[config.mk]
export PLATFORM = sky130hd
export DESIGN_NAME = gamepad_reader_flat
export DESIGN_NICKNAME = d
export VERILOG_FILES = /design/src/rtl/gamepad_reader_if.sv /design/src/rtl/gamepad_reader.sv /design/src/flat_wrapper.sv
export SDC_FILE = /design/constraint.sdc
export NUM_CORES = 1
export LEC_CHECK = 0
export CAP_MARGIN = 10
export CORE_MARGIN = 8
export CORE_UTILIZATION = 55
export DETAILED_ROUTE_END_ITERATION = 7
export PLACE_DENSITY = 0.74
export SLEW_MARGIN = 20
export SYNTH_ARGS = -nofsm -noshare
export SYNTH_HDL_FRONTEND = slang
export SYNTH_SLANG_ARGS = --single-unit
[constraint.sdc]
create_clock -name clock -period 2.42 [get_ports clock]
set_input_delay 0.242 -clock clock [delete_from_list [all_inputs] [get_ports clock]]
set_output_delay 0.242 -clock clock [all_outputs]
set_load 0.05 [all_outputs]
[src/rtl/gamepad_reader_if.sv]
// Pad pins and debounced button outputs of the NES-style gamepad reader.
interface gamepad_reader_if;
    logic       pad_data;
    logic       pad_latch;
    logic       pad_clk;
    logic [7:0] buttons;
    logic       btn_reset;
    logic       btn_mode;
    logic       btn_step;
    logic       frame_done;

    modport master (
        input  pad_data,
        output pad_latch, pad_clk, buttons,
        output btn_reset, btn_mode, btn_step, frame_done
    );

    modport slave (
        output pad_data,
        input  pad_latch, pad_clk, buttons,
        input  btn_reset, btn_mode, btn_step, frame_done
    );
endinterface

[src/rtl/gamepad_reader.sv]
// Polls a serial gamepad, debounces whole frames, emits 1-cycle press strobes.
module gamepad_reader #(
    parameter int CLK_DIV        = 300,
    parameter int POLL_PERIOD    = 833333,
    parameter int DEBOUNCE_POLLS = 3
) (
    input  logic             clock,
    input  logic             reset,
    gamepad_reader_if.master pad
);
    localparam int TMAX = (POLL_PERIOD > 2 * CLK_DIV) ? POLL_PERIOD : 2 * CLK_DIV;
    localparam int TW   = $clog2(TMAX + 1);
    localparam int SW   = (DEBOUNCE_POLLS > 1) ? $clog2(DEBOUNCE_POLLS) : 1;

    localparam logic [TW-1:0] POLL_LAST  = TW'(POLL_PERIOD - 1);
    localparam logic [TW-1:0] LATCH_LAST = TW'(2 * CLK_DIV - 1);
    localparam logic [TW-1:0] HALF_LAST  = TW'(CLK_DIV - 1);
    localparam logic [SW-1:0] STABLE_MAX = SW'(DEBOUNCE_POLLS - 1);

    typedef enum logic [2:0] {
        IDLE,
        LATCH,
        LOW,
        HIGH,
        DONE
    } state_t;

    state_t        state_q, state_d;
    logic [TW-1:0] timer_q, timer_d;
    logic [2:0]    bit_q, bit_d;
    logic [1:0]    sync_q, sync_d;
    logic [7:0]    raw_q, raw_d;
    logic [7:0]    prev_q, prev_d;
    logic [SW-1:0] stable_q, stable_d;
    logic [7:0]    buttons_q, buttons_d;
    logic [2:0]    pulse_q, pulse_d;
    logic          frame_done_q, frame_done_d;
    logic          pad_latch_q, pad_latch_d;
    logic          pad_clk_q, pad_clk_d;

    always_comb begin
        state_d      = state_q;
        timer_d      = timer_q + TW'(1);
        bit_d        = bit_q;
        sync_d       = {sync_q[0], pad.pad_data};
        raw_d        = raw_q;
        prev_d       = prev_q;
        stable_d     = stable_q;
        buttons_d    = buttons_q;
        pulse_d      = '0;
        frame_done_d = 1'b0;
        unique case (state_q)
            IDLE: begin
                if (timer_q == POLL_LAST) begin
                    state_d = LATCH;
                    timer_d = '0;
                end
            end
            LATCH: begin
                if (timer_q == LATCH_LAST) begin
                    state_d = LOW;
                    timer_d = '0;
                    bit_d   = '0;
                end
            end
            LOW: begin
                // Pad data is active-low; store pressed as 1.
                if (timer_q == HALF_LAST) begin
                    raw_d[bit_q] = ~sync_q[1];
                    state_d      = HIGH;
                    timer_d      = '0;
                end
            end
            HIGH: begin
                if (timer_q == HALF_LAST) begin
                    timer_d = '0;
                    if (bit_q == 3'd7) begin
                        state_d = DONE;
                    end else begin
                        bit_d   = bit_q + 3'd1;
                        state_d = LOW;
                    end
                end
            end
            DONE: begin
                state_d      = IDLE;
                timer_d      = '0;
                prev_d       = raw_q;
                frame_done_d = 1'b1;
                if (raw_q == prev_q) begin
                    if (stable_q != STABLE_MAX) begin
                        stable_d = stable_q + SW'(1);
                    end
                end else begin
                    stable_d = '0;
                end
                if (stable_d == STABLE_MAX) begin
                    buttons_d = raw_q;
                    pulse_d   = {raw_q[3] & ~buttons_q[3],
                                 raw_q[2] & ~buttons_q[2],
                                 raw_q[0] & ~buttons_q[0]};
                end
            end
            default: state_d = IDLE;
        endcase
        pad_latch_d = (state_d == LATCH);
        pad_clk_d   = (state_d != LOW);
    end

    always_ff @(posedge clock or negedge reset) begin
        if (!reset) begin
            state_q      <= IDLE;
            timer_q      <= '0;
            bit_q        <= '0;
            sync_q       <= 2'b11;
            raw_q        <= '0;
            prev_q       <= '0;
            stable_q     <= '0;
            buttons_q    <= '0;
            pulse_q      <= '0;
            frame_done_q <= 1'b0;
            pad_latch_q  <= 1'b0;
            pad_clk_q    <= 1'b1;
        end else begin
            state_q      <= state_d;
            timer_q      <= timer_d;
            bit_q        <= bit_d;
            sync_q       <= sync_d;
            raw_q        <= raw_d;
            prev_q       <= prev_d;
            stable_q     <= stable_d;
            buttons_q    <= buttons_d;
            pulse_q      <= pulse_d;
            frame_done_q <= frame_done_d;
            pad_latch_q  <= pad_latch_d;
            pad_clk_q    <= pad_clk_d;
        end
    end

    assign pad.pad_latch  = pad_latch_q;
    assign pad.pad_clk    = pad_clk_q;
    assign pad.buttons    = buttons_q;
    assign pad.btn_reset  = pulse_q[2];
    assign pad.btn_mode   = pulse_q[1];
    assign pad.btn_step   = pulse_q[0];
    assign pad.frame_done = frame_done_q;
endmodule

[src/flat_wrapper.sv]
// flat-port wrapper written by rule: the top's interface ports become plain ports
module gamepad_reader_flat 
#(
    parameter int CLK_DIV        = 300,
    parameter int POLL_PERIOD    = 833333,
    parameter int DEBOUNCE_POLLS = 3
)
  (clock, reset, pad_pad_data, pad_pad_latch, pad_pad_clk, pad_buttons, pad_btn_reset, pad_btn_mode, pad_btn_step, pad_frame_done);
  gamepad_reader_if pad_i ();
  input  logic clock;
  input  logic reset;
  input wire logic [$bits(pad_i.pad_data)-1:0] pad_pad_data;
  output wire logic [$bits(pad_i.pad_latch)-1:0] pad_pad_latch;
  output wire logic [$bits(pad_i.pad_clk)-1:0] pad_pad_clk;
  output wire logic [$bits(pad_i.buttons)-1:0] pad_buttons;
  output wire logic [$bits(pad_i.btn_reset)-1:0] pad_btn_reset;
  output wire logic [$bits(pad_i.btn_mode)-1:0] pad_btn_mode;
  output wire logic [$bits(pad_i.btn_step)-1:0] pad_btn_step;
  output wire logic [$bits(pad_i.frame_done)-1:0] pad_frame_done;
  assign pad_i.pad_data = pad_pad_data;
  assign pad_pad_latch = pad_i.pad_latch;
  assign pad_pad_clk = pad_i.pad_clk;
  assign pad_buttons = pad_i.buttons;
  assign pad_btn_reset = pad_i.btn_reset;
  assign pad_btn_mode = pad_i.btn_mode;
  assign pad_btn_step = pad_i.btn_step;
  assign pad_frame_done = pad_i.frame_done;
  gamepad_reader #(.CLK_DIV(CLK_DIV), .POLL_PERIOD(POLL_PERIOD), .DEBOUNCE_POLLS(DEBOUNCE_POLLS)) u_core (.clock(clock), .reset(reset), .pad(pad_i));
endmodule
==> flow_metrics.env, run 1 <==
export IMPL_gp_routability_congestion=0.827
export IMPL_mapped_area_mm2=0.00296
export IMPL_post_route_cell_area_mm2=0.00344
export IMPL_setup_slack_reg_to_reg_ns=0.16
export IMPL_initial_core_util_pct=57.5
export IMPL_max_clock_path_buffers=2
export IMPL_seq_power_share_pct=47.6
export IMPL_syn_num_nets=295
export IMPL_synth_area_top_cells="dfrtp_1, xor2_1, nor2_1"
export IMPL_internal_power_mw=1.70
export IMPL_area_overhead_vs_synth_pct=16.4
export IMPL_number_of_synthesized_flops_with_an_enable_pin=0
export IMPL_clock_sinks=60
export IMPL_ys_ff_latch=60
export IMPL_fp_dieH_um=89.3
export IMPL_worst_ep_arrival_time_ns=2.53
export IMPL_worst_hold_path_num_cells=1
export IMPL_die_width_um=89.3
export IMPL_cts_tree="built"
export IMPL_place_detailed_instances=368
export IMPL_clk_latency_ns=0.34
export IMPL_clkSlewWorstSetupHoldPaths_ns=0.07
export IMPL_finalHoldViolations=0
export IMPL_synthCells=287
export IMPL_post_layout_total_power_mw=2.12
export IMPL_h_tree_depth=3
export IMPL_timing_max_transition_violations_final=0
export IMPL_std_cell_rows=26
export IMPL_detailedRoute_firstPassIterationCount=4
export IMPL_min_path_type="input port to flip-flop"
export IMPL_io_pin_count=17
export IMPL_place_port_buffers=16
export IMPL_yosys_area_top_type="dfrtp_1"
export IMPL_run_status="finished clean"
export IMPL_final_min_clock_period_ns=2.26
export IMPL_grt_overflow_total=0
export IMPL_coreArea_mm2=0.00514
export IMPL_most_common_layout_cells="dfrtp_1, nor2_1, nand2_1, xor2_1, inv_1"
export IMPL_detailedPlacementHpwl_mm=4.10
export IMPL_kind_of_critical_path="flip-flop to flip-flop"
export IMPL_share_comb_of_total_power_pct=1.2
export IMPL_drt_iter0_markers=118
export IMPL_grt_antenna_before_repair=0
export IMPL_synth_ff_type="dfrtp_1"
export IMPL_grt_start_max_net_pins=32
export IMPL_ir_worst_vdd_mv=0.368
export IMPL_ys_seq_area_share_pct=50.9
export IMPL_yosysWarningCount=0
export IMPL_instances_no_fill=385
export IMPL_synth_async_reset_ratio_pct=100
export IMPL_critical_path_endpoint_type="flip-flop"
export IMPL_ctsResizeCount=0
export IMPL_slew_headroom_pct=54.2
export IMPL_achievable_frequency_mhz=442
export IMPL_worst_path_max_fanout=7
export IMPL_netlist_cell_type_count=53
export IMPL_antenna_diode_count=0
export IMPL_routed_via_count=2115
export IMPL_die_outline_area_mm2=0.00798
export IMPL_leakage_nw=1.57
export IMPL_drt_antenna_violating_nets=0
export IMPL_post_synth_top_area_fraction_pct=48.2
export IMPL_critical_path_rt_ns=2.69
export IMPL_route_detailed_vias_per_inst=5.49
export IMPL_ff2ff_path_depth=6
export IMPL_netSwitchingFraction_pct=19.9
export IMPL_final_worst_clock_skew_ns=0.0105
export IMPL_rsz0062_at_grt="no"
export IMPL_crit_path_start_kind="flip-flop"
export IMPL_power_per_cell_area_mw_per_mm2=615
export IMPL_cts_root_buffer="clkbuf_8"
export IMPL_final_common_cell="dfrtp_1"
export IMPL_via_count_of_the_first_global_routing_pass=2126
export IMPL_wirelength_mm=5.94
export IMPL_final_setup_tns_ns=0
export IMPL_drt_wirelength_per_cell_um=15.4
export IMPL_setup_violations_final=0
export IMPL_tritoncts_num_buffers=9
export IMPL_post_synth_cell_area_avg_um2=10.3
export IMPL_power_share_clock_pct=51.2
export IMPL_period_share_pct=93.4
export IMPL_switching_power_mw=0.421
export IMPL_detailed_place_area_mm2=0.00319
export IMPL_post_route_cells_drive_above_1_share_pct=13.0
export IMPL_global_route_usage_over_all_layers_pct=16.9
export IMPL_grt_first_pass_wirelength_mm=10.1
export IMPL_final_layout_net_count=318
export IMPL_timing_max_cap_violations=0
export IMPL_drt_drc_violations_left=0
export IMPL_worst_slew_pin_slew_ns=0.688
-- Yosys cell counts (all sizes together), types with 4 or more instances --
library cell,number
nand3,15
nor3,10
inv,17
nand2,29
ha,5
mux2i,8
or4,4
xor2,17
nor4,6
o21ai,10
nand4,8
dfrtp,57
xnor2,9
buf,10
o211ai,4
mux2,8
nor2,33
-- stage by stage --
stage / util (%) / worst slack [ns] / hold WS (ns)
after floorplan: - / 0.339 / -0.0536
after global placement: 62.1 / 0.198 / 0.310
after detailed placement: 62.1 / 0.160 / 0.316
after CTS: 67.0 / 0.147 / 0.303
after global routing: 67.0 / 0.0518 / 0.308
final: 67.0 / 0.160 / 0.309
-- sequential cells by signal (all words and copies together) (netlist names) --
| signal | count |
|---|---|
| u_core.bit_q | 3 |
| u_core.sync_q | 2 |
| u_core.stable_q | 2 |
| u_core.raw_q | 8 |
| u_core.pad.buttons | 8 |
| u_core.pad.frame_done | 1 |
| u_core.state_q | 3 |
| u_core.prev_q | 8 |
| u_core.pulse_q | 3 |
| u_core.timer_q | 20 |
| u_core.pad.pad_clk | 1 |
| u_core.pad.pad_latch | 1 |
-- final timing paths --
kind	startpoint	to
worst min register to register	u_core.sync_q[0]	u_core.sync_q[1]
min in group asynchronous	reset	u_core.timer_q[6]
worst min-delay path	pad_pad_data	u_core.sync_q[0]
worst max-delay path	u_core.timer_q[0]	u_core.raw_q[7]
worst max register to register	u_core.timer_q[0]	u_core.raw_q[7]
max in group asynchronous	reset	u_core.state_q[2]
-- cell type report --
class / count / area (um^2)
timing repair buffer: 25 / 238
inverter: 17 / 63.8
clock buffer: 10 / 128
sequential: 60 / 1510
fill: 420 / 1700
tap: 70 / 87.6
clock inverter: 6 / 113
multi-input combinational: 197 / 1310
-- kinds of logic (layout without fill, tap and decap cells) --
logic type	Yosys count	after routing	synth area share (%)
DFF	60	60	50.9
AOI/OAI and AO/OA	26	26	6.30
muxes	16	16	5.75
buffers and inverters	30	58	4.86
adders and majority gates	5	5	2.12
xor gates and xnor gates	26	26	7.70
and+or+nand+nor	124	124	22.4
-- worst max-delay path, cell delays in order, from the launching register on --
cell and delay, ns:
dfrtp_1 0.44, ha_1 0.20, or3b_2 0.48, nor3_2 0.28, nand3_2 0.22, nor3_1 0.35, mux2i_1 0.21
-- per-layer routing --
metal,wire length [um],GRT usage [%],vias up
li1,-,-,1042
met3,204,4.50,9
met4,97,6.80,0
met5,0,0,-
met2,2960,28.1,33
met1,2680,20.3,1031
-- power by group through the flow --
stage	clock network (mW)	logic [mW]	registers, mW
floorplan	0	0.00188	1.03
CTS	1.10	0.0268	1.01
detailed placement	0	0.0254	1.03
global placement	0	0.0248	1.03
global route	1.15	0.0300	1.01
finish	1.08	0.0253	1.01
-- what timing repair did --
item                      in CTS  in global routing
hold endpoints to repair      26                  0
hold buffers                   1                  0
setup buffers                  0                  0
(Power assumes the default switching activity.)
==> run 2: changes to the inputs <==
CORE_UTILIZATION = 59   (was 55)
PLACE_DENSITY = 0.79   (was 0.74)
==> run 2 against run 1 <==
Wire length fell by 2.7%. Combinational power shrank 13%. Clock-buffer cell count stayed put. Non-clock buffer count is 3 lower. Sequential share of layout area increased by 0.064 points. Critical endpoint is now u_core.raw_q[1]. Largest power group unchanged. Highest routed layer unchanged.
==> flow_metrics.env, run 2 (same netlist as run 1, synthesis figures left out) <==
export IMPL_route_detailed_vias_per_inst=5.59
export IMPL_slew_headroom_pct=50.5
export IMPL_fp_dieH_um=86.8
export IMPL_antenna_diode_count=0
export IMPL_final_common_cell="dfrtp_1"
export IMPL_seqCellArea_mm2=0.00151
export IMPL_crit_path_cell_trace="ha_2, or3b_2, nor3_4, nand3_2, nor4_2, mux2i_1"
export IMPL_crit_path_max_delay_family="simple AND/OR/NAND/NOR gates"
export IMPL_critical_path_reg2reg_endpoint="u_core.raw_q[1]"
export IMPL_drt_antenna_violating_nets=0
export IMPL_critical_path_reg2reg_startpoint="u_core.timer_q[0]"
export IMPL_top_register="u_core.timer_q"
export IMPL_min_path_type="input port to async pin"
export IMPL_die_width_um=86.8
export IMPL_area_overhead_vs_synth_pct=16.2
export IMPL_finalHoldViolations=0
export IMPL_critical_path_endpoint_type="flip-flop"
export IMPL_clock_sinks=60
export IMPL_worst_setup_path_endpoint="u_core.raw_q[1]"
export IMPL_clk_latency_ns=0.34
export IMPL_critical_path_cell_count=6
export IMPL_post_route_cells_drive_above_1_share_pct=13.5
export IMPL_routed_via_count=2119
export IMPL_final_min_clock_period_ns=2.29
export IMPL_final_worst_clock_skew_ns=0.00771
export IMPL_worst_slew_pin_slew_ns=0.742
export IMPL_detailedPlacementHpwl_mm=3.87
export IMPL_ir_worst_vdd_mv=0.426
export IMPL_grt_overflow_total=0
export IMPL_grtUsageMet2_pct=28.9
export IMPL_path_buf_inv=0
export IMPL_kind_of_critical_path="flip-flop to flip-flop"
export IMPL_detailed_place_area_mm2=0.00317
export IMPL_worst_ep_arrival_time_ns=2.55
export IMPL_via_count_of_the_first_global_routing_pass=2164
export IMPL_coreArea_mm2=0.00479
export IMPL_io_pin_count=17
export IMPL_critical_path_slowest_cell="or3b_2"
export IMPL_final_setup_worst_slack_ns=0.127
export IMPL_tritoncts_num_buffers=9
export IMPL_ff2ff_path_depth=6
export IMPL_cts_root_buffer="clkbuf_8"
export IMPL_achievable_frequency_mhz=436
export IMPL_gp_routability_congestion=0.840
export IMPL_wirelength_mm=5.78
export IMPL_leakage_nw=1.56
export IMPL_detailedRoute_firstPassIterationCount=5
export IMPL_grt_start_max_net_pins=61
export IMPL_worst_path_max_fanout=7
export IMPL_final_layout_net_count=315
export IMPL_timing_max_cap_violations=0
export IMPL_die_outline_area_mm2=0.00754
export IMPL_max_clock_path_buffers=2
export IMPL_h_tree_depth=3
export IMPL_place_port_buffers=16
export IMPL_cts_tree="built"
export IMPL_global_route_usage_over_all_layers_pct=17.0
export IMPL_most_common_layout_cells="dfrtp_1, nor2_1, nand2_1, xor2_1, inv_1"
export IMPL_crit_path_start_kind="flip-flop"
export IMPL_std_cell_rows=25
export IMPL_setup_violations_final=0
export IMPL_drt_wirelength_per_cell_um=15.2
export IMPL_largest_register_ff_count=20
export IMPL_timing_max_transition_violations_final=0
export IMPL_post_route_cell_area_mm2=0.00344
export IMPL_timing_critical_path_slowest_cell_delay_ns=0.51
export IMPL_run_status="finished clean"
export IMPL_multi_input_area_mm2=0.00132
export IMPL_grt_antenna_before_repair=0
export IMPL_finalHoldWorstSlack_ns=0.0599
export IMPL_hold_buffers=0
export IMPL_top_usage_layer="met2"
export IMPL_drt_iter0_markers=122
export IMPL_n_fill_cell=349
export IMPL_clkSlewWorstSetupHoldPaths_ns=0.07
export IMPL_power_per_cell_area_mw_per_mm2=622
export IMPL_critical_path_rt_ns=2.67
export IMPL_grt_first_pass_wirelength_mm=10.1
export IMPL_grt_util_met3_pct=5.01
export IMPL_preCtsSetupSlack_ns=0.0289
export IMPL_post_layout_total_power_mw=2.14
export IMPL_period_share_pct=94.8
export IMPL_setup_slack_reg_to_reg_ns=0.13
export IMPL_place_detailed_instances=363
export IMPL_instances_no_fill=379
export IMPL_initial_core_util_pct=61.8
export IMPL_grtUsageMet1_pct=19.1
export IMPL_timing_critical_path_from="u_core.timer_q[0]"
export IMPL_drt_drc_violations_left=0
run 2: per-layer routing:
metal | share of wire, % | wire length, um
met5 | 0 | 0
met4 | 1.6 | 95
met3 | 3.2 | 183
met2 | 52 | 3020
met1 | 43 | 2480
run 2: how the worst min path moves through the flow:
stage                           startpoint                     to  slack [ns]  depth (start not counted)
after global placement    u_core.sync_q[0]       u_core.sync_q[1]        0.35                          0
final                                reset        u_core.raw_q[5]        0.06                          2
after CTS                            reset  u_core.pad.frame_done        0.08                          2
after floorplan                      reset        u_core.bit_q[0]       -0.05                          0
after detailed placement  u_core.sync_q[0]       u_core.sync_q[1]        0.35                          0
after global routing                 reset  u_core.pad.buttons[5]        0.13                          2
run 2: area by class of cell:
cell class,count,area share [%]
clock buffers,10,4.00
clock inverters,6,3.24
inverters,17,1.86
multi-input cells,197,38.5
flip-flops and latches,60,43.8
well taps,67,2.44
repair buffers,22,6.19
run 2: stage by stage:
step           util (%)  TNS (ns)
2_1_floorplan         -         0
3_3_place_gp       66.3         0
3_5_place_dp       66.3         0
4_1_cts            71.5         0
5_1_grt            71.8    -0.104
6_report           71.8         0
run 2: repair_timing:
item,in CTS,in global routing
resized for setup,0,3
hold endpoints to repair,0,0
setup buffers,0,0
endpoints found under the setup margin,0,16
run 2: worst register-to-register path, delay by kind of cell, from the launching register on:
family | cells | cell delay [ns]
and+or+nand+nor | 4 | 1.29
muxes | 1 | 0.23
DFF | 1 | 0.44
adders and majority gates | 1 | 0.26
run 2: report_power, final:
group | internal (mW) | switching (mW) | leakage [nW]
sequential | 1.01 | 0.00247 | 0.814
clock | 0.712 | 0.396 | 0.122
combinational | 0.00329 | 0.0188 | 0.621
==> run 3: changes to the inputs <==
PLACE_DENSITY = 0.77   (was 0.79)
==> run 3 against run 2 <==
First-iteration DRC count is 8.2% higher. Critical path depth is the same. Maximum frequency up 0.62%. Critical path type unchanged.
==> flow_metrics.env, run 3 (same netlist as run 1, synthesis figures left out) <==
export IMPL_multi_input_area_mm2=0.00133
export IMPL_seq_power_share_pct=54.3
export IMPL_max_clock_path_buffers=2
export IMPL_drt_antenna_violating_nets=0
export IMPL_kind_of_critical_path="flip-flop to flip-flop"
export IMPL_global_route_usage_over_all_layers_pct=16.4
export IMPL_grt_first_pass_wirelength_mm=9.69
export IMPL_drt_wirelength_per_cell_um=14.4
export IMPL_finalHoldWorstSlack_ns=0.310
export IMPL_min_path_type="input port to async pin"
export IMPL_crit_path_start_kind="flip-flop"
export IMPL_path_buf_inv=0
export IMPL_grt_antenna_before_repair=0
export IMPL_top_register="u_core.timer_q"
export IMPL_most_common_layout_cells="dfrtp_1, nor2_1, nand2_1, xor2_1, inv_1"
export IMPL_share_comb_of_total_power_pct=1.3
export IMPL_clkSlewWorstSetupHoldPaths_ns=0.07
export IMPL_cts_root_buffer="clkbuf_8"
export IMPL_top_layer="met4"
export IMPL_critical_path_reg2reg_endpoint="u_core.pad.pad_clk"
export IMPL_run_status="finished clean"
export IMPL_die_width_um=86.8
export IMPL_setup_slack_reg_to_reg_ns=0.14
export IMPL_drt_iter0_markers=132
export IMPL_final_layout_net_count=317
export IMPL_worst_path_max_fanout=6
export IMPL_rsz0062_at_grt="yes"
export IMPL_io_pin_count=17
export IMPL_internal_power_mw=1.48
export IMPL_worst_slew_pin_slew_ns=0.511
export IMPL_critical_path_reg2reg_startpoint="u_core.timer_q[0]"
export IMPL_std_cell_rows=25
export IMPL_final_min_clock_period_ns=2.28
export IMPL_power_share_clock_pct=44.3
export IMPL_grt_overflow_total=0
export IMPL_final_worst_clock_skew_ns=0.00900
export IMPL_gp_routability_congestion=0.848
export IMPL_m1WireLength_mm=2.46
export IMPL_h_tree_depth=3
export IMPL_area_overhead_vs_synth_pct=14.6
export IMPL_final_common_cell="dfrtp_1"
export IMPL_critical_path_rt_ns=2.67
export IMPL_crit_path_cell_trace="ha_2, or3b_2, nor4_2, a31oi_1, a311oi_2, o21ai_1"
export IMPL_switching_power_mw=0.377
export IMPL_crit_path_max_delay_family="simple AND/OR/NAND/NOR gates"
export IMPL_ff2ff_path_depth=6
export IMPL_seqCellArea_mm2=0.00151
export IMPL_drt_drc_violations_left=0
export IMPL_post_layout_total_power_mw=1.86
export IMPL_timing_max_cap_violations=0
export IMPL_n_fill_cell=363
export IMPL_critical_path_slowest_cell="or3b_2"
export IMPL_detailedPlacementHpwl_mm=3.90
export IMPL_timing_critical_path_slowest_cell_delay_ns=0.51
export IMPL_largest_register_ff_count=20
export IMPL_initial_core_util_pct=61.8
export IMPL_detailedRoute_firstPassIterationCount=4
export IMPL_leakage_nw=1.53
export IMPL_clock_sinks=60
export IMPL_worst_ep_arrival_time_ns=2.52
export IMPL_finalHoldViolations=0
export IMPL_cts_tree="built"
export IMPL_netSwitchingFraction_pct=20.3
export IMPL_slew_headroom_pct=65.8
export IMPL_wl_met3_um=178
export IMPL_post_cts_setup_buffer_count=0
export IMPL_route_detailed_vias_per_inst=5.48
export IMPL_routed_via_count=2081
export IMPL_period_share_pct=94.2
export IMPL_critical_path_cell_count=6
export IMPL_place_port_buffers=16
export IMPL_achievable_frequency_mhz=439
export IMPL_power_per_cell_area_mw_per_mm2=547
export IMPL_routed_wl_met2_mm=2.76
export IMPL_post_route_cells_drive_above_1_share_pct=12.5
export IMPL_clk_latency_ns=0.34
export IMPL_timing_max_transition_violations_final=0
export IMPL_setup_violations_final=0
export IMPL_critical_path_endpoint_type="flip-flop"
export IMPL_via_count_of_the_first_global_routing_pass=2114
export IMPL_fp_dieH_um=86.8
export IMPL_ir_worst_vdd_mv=0.495
export IMPL_die_outline_area_mm2=0.00754
export IMPL_tritoncts_num_buffers=9
export IMPL_wirelength_mm=5.48
export IMPL_grt_start_max_net_pins=31
export IMPL_antenna_diode_count=0
export IMPL_coreArea_mm2=0.00479
## run 3: cell count changes in the layout (fill, tap and decap cells not counted), sizes merged
cell         previous run  this run
clkbuf                 10        12
bufinv                  3         1
clkinvlp                1         0
buf                     7         8
dlygate4sd3             0         1
## run 3: worst register-to-register path: cells and delay by family (launching register included)
| family | cells | cell delay (ns) |
|---|---|---|
| flip-flops | 1 | 0.42 |
| AND/OR/NAND/NOR | 2 | 0.89 |
| AO/OA/AOI/OAI | 3 | 0.60 |
| adder cells (fa/ha/maj) | 1 | 0.28 |
## run 3: how the worst max path moves through the flow
stage                            startpoint            endpoint  slack (ns)
after floorplan           u_core.timer_q[0]     u_core.raw_q[1]        0.34
after detailed placement  u_core.timer_q[0]     u_core.raw_q[7]         0.1
after global placement    u_core.timer_q[0]     u_core.raw_q[4]        0.20
final                     u_core.timer_q[0]  u_core.pad.pad_clk        0.14
after global routing      u_core.timer_q[0]     u_core.bit_q[1]       -0.02
after CTS                 u_core.timer_q[0]     u_core.raw_q[3]        0.06
## run 3: cell type report
class	count	area share (%)
clock buffers	12	3.99
clock inverters	3	1.18
inverters	17	1.88
multi-input cells	197	39.3
well taps	67	2.47
flip-flops and latches	60	44.4
repair buffers	24	6.79
## run 3: layer usage
layer	vias up	global-route usage, %
met4	0	7.82
met2	25	27.6
li1	1029	-
met5	-	0
met1	1018	18.7
met3	9	4.63
## run 3: per-stage QoR
stage	instances	setup TNS, ns	setup slack, ns	cell area [um^2]	util, %
2_1_floorplan	287	0	0.339	2960	-
3_3_place_gp	364	0	0.197	3180	66.5
3_5_place_dp	364	0	0.0994	3180	66.5
4_1_cts	380	0	0.0566	3370	70.4
5_1_grt	380	-0.0399	-0.0245	3390	70.8
6_report	380	0	0.141	3390	70.8
## run 3: power groups by stage
stage	Sequential [mW]	Clock, mW	Combinational (mW)
after floorplan	1.03	0	0.00188
after global placement	1.03	0	0.0245
after detailed placement	1.03	0	0.0253
after CTS	1.01	0.841	0.0264
after global routing	1.01	0.898	0.0292
final	1.01	0.823	0.0246
## run 3: timing repair
action	CTS	global route
hold buffers	1	0
hold endpoints to repair	11	0
gates resized for setup	0	4
setup endpoints to repair	0	19
==> RTL edit: new RTL, config.mk and constraints of run 2 <==
Re-encode `state_t` (5 states) as Gray code, 3 bits wide.
--- a/src/rtl/gamepad_reader.sv
+++ b/src/rtl/gamepad_reader.sv
@@ -20,7 +20,7 @@
     typedef enum logic [2:0] {
-        IDLE,
-        LATCH,
-        LOW,
-        HIGH,
-        DONE
+        IDLE  = 3'b000,
+        LATCH = 3'b001,
+        LOW   = 3'b011,
+        HIGH  = 3'b010,
+        DONE  = 3'b110
     } state_t;
Function: same outputs for any inputs over 10 cycles, from zero or initial values and one cycle with reset low; not proved beyond that.
==> RTL edit against run 2 <==
Design area shrank 0.62%; combinational power grew 13%; synthesized area shrank 4.4%; critical path depth shrank 1; sequential power is essentially flat; cell count shrank 4.2%; clock power shrank 5%; worst setup slack lost 0.12 ns; sequential cell count is the same; power shrank 2.2%; core utilization grew 1.5 points; routed wire length shrank 5.5%; clock skew is essentially flat; critical path type unchanged.
==> RTL edit: results (changes against run 2) <==
| Metric | Value |
|---|---|
| DR vias/cell | 5.526 (-1.2%) |
| Global-route wire length before repair | 9466 um (-6.0%) |
| Synth Net Count | 281 (-4.7%) |
| Worst-path fanout max | 5 (-2) |
| WP data arrival | 2.68 ns (+0.13 ns) |
| Clock Skew | 0.007990 ns (+0.0002838 ns) |
| Reg2Reg Launch Point | u_core.timer_q[14] |
| Post-synth cell types | 39 (-26%) |
| Seq/Total Area, Yosys | 53.23% (+2.3 points) |
| Drt initial violations | 107 (-12%) |
| Fraction of final layout cells with drive strength greater than 1 | 17.48% (+4.0 points) |
| Pin count of the biggest net entering global routing | 31 (-49%) |
| Sw Pwr | 398.3 uW (-4.6%) |
| Reg2reg path depth | 5 (-1) |
| Nets | 312 (-0.95%) |
| Register-to-register setup slack | 0.007 ns (-0.12 ns) |
| CTS resizes | 6 (+6) |
| R2r endpoint | u_core.pad.pad_clk |
| Place WS | -0.05632 ns (-0.08526 ns) |
| Routed WL | 5458 um (-5.5%) |
| CTS Hold Buffers Added | 1 (+1) |
| GPL Wtd Cong | 0.8220 (-2.2%) |
| Post-DP HPWL | 3793 um (-2.0%) |
| Worst hold margin | 0.3058 ns (+0.2459 ns) |
| HP Class | input pin to flop |
| Leak Pwr | 0.001531 uW (-1.7%) |
| Area contributors post-synth | dfrtp_1 50%, xnor2_1 4.6%, nor2_1 3.7% |
| DR pass1 iterations | 4 (-1) |
| Status | finished clean |
| Total GRT Usage | 16.58% (-0.44 points) |
| Worst VDD drop | 0.4105 mV (-3.6%) |
## RTL edit: cell types whose count changed in the layout (fill, tap and decap cells not counted), sizes merged, moves of 4 or more
| cell | run 2 | this run |
|---|---|---|
| nor3 | 10 | 6 |
| buf | 7 | 15 |
| nor4 | 6 | 11 |
| nand2 | 29 | 23 |
| xor2 | 17 | 11 |
| nor2 | 33 | 28 |
| xnor2 | 9 | 15 |
## RTL edit: worst max path at each step
stage / end / slack, ns / startpoint
2_1_floorplan: u_core.pad.pad_clk / -0.04 / u_core.timer_q[9]
3_3_place_gp: u_core.raw_q[5] / 0.03 / u_core.timer_q[4]
3_5_place_dp: u_core.raw_q[5] / -0.06 / u_core.timer_q[14]
4_1_cts: u_core.pad.pad_clk / 0.008 / u_core.timer_q[4]
5_1_grt: u_core.raw_q[5] / -0.03 / u_core.timer_q[4]
6_report: u_core.pad.pad_clk / 0.007 / u_core.timer_q[14]
## RTL edit: layer usage
layer / routed length, um / global-route usage [%] / vias up
li1: - / - / 996
met1: 2537 / 20.23 / 962
met2: 2606 / 26.14 / 40
met3: 226 / 5.405 / 8
met4: 88 / 7.282 / 0
met5: 0 / 0 / -
## RTL edit: cells by family after synthesis
family | count (synthesis) | synth area share (%)
AOI/OAI and AO/OA | 25 | 5.487
xor gates and xnor gates | 26 | 8.053
adders and majority gates | 5 | 2.212
buffers and inverters | 28 | 4.248
DFF | 60 | 53.23
muxes | 15 | 5.708
and+or+nand+nor | 114 | 21.06
## RTL edit: per-stage QoR
stage / instances / total power (uW) / TNS (ns) / instance area [sq um] / util [%]
detailed placement: 346 / 1051 / -0.09501 / 3112 / 66.77
global placement: 346 / 1051 / 0 / 3112 / 66.77
floorplan: 273 / 1027 / -0.04445 / 2828 / -
global route: 363 / 2160 / -0.1174 / 3417 / 73.32
finish: 363 / 2091 / 0 / 3417 / 73.32
CTS: 363 / 2109 / 0 / 3385 / 72.62
## RTL edit: power by group through the flow
stage	clock [uW]	sequential [uW]	combinational (uW)
2_1_floorplan	0	1030	1.80
3_3_place_gp	0	1030	24.1
3_5_place_dp	0	1030	24.8
4_1_cts	1070	1010	26.1
5_1_grt	1120	1010	29.9
6_report	1060	1010	24.9
## RTL edit: layout make-up
type / count / area (sq um)
clock buffer: 11 / 131.4
clock inverter: 5 / 100.1
fill: 324 / 1244
inverter: 17 / 63.81
multi-input combinational: 185 / 1266
sequential: 60 / 1505
tap: 54 / 67.56
timing repair buffer: 31 / 282.8
## RTL edit: worst max-delay path, cell delays in order, from the launching register on
cell     delay, ns
dfrtp_1       0.38
or3_1         0.40
or4_4         0.58
or2_4         0.28
or4_4         0.44
a211o_1       0.27
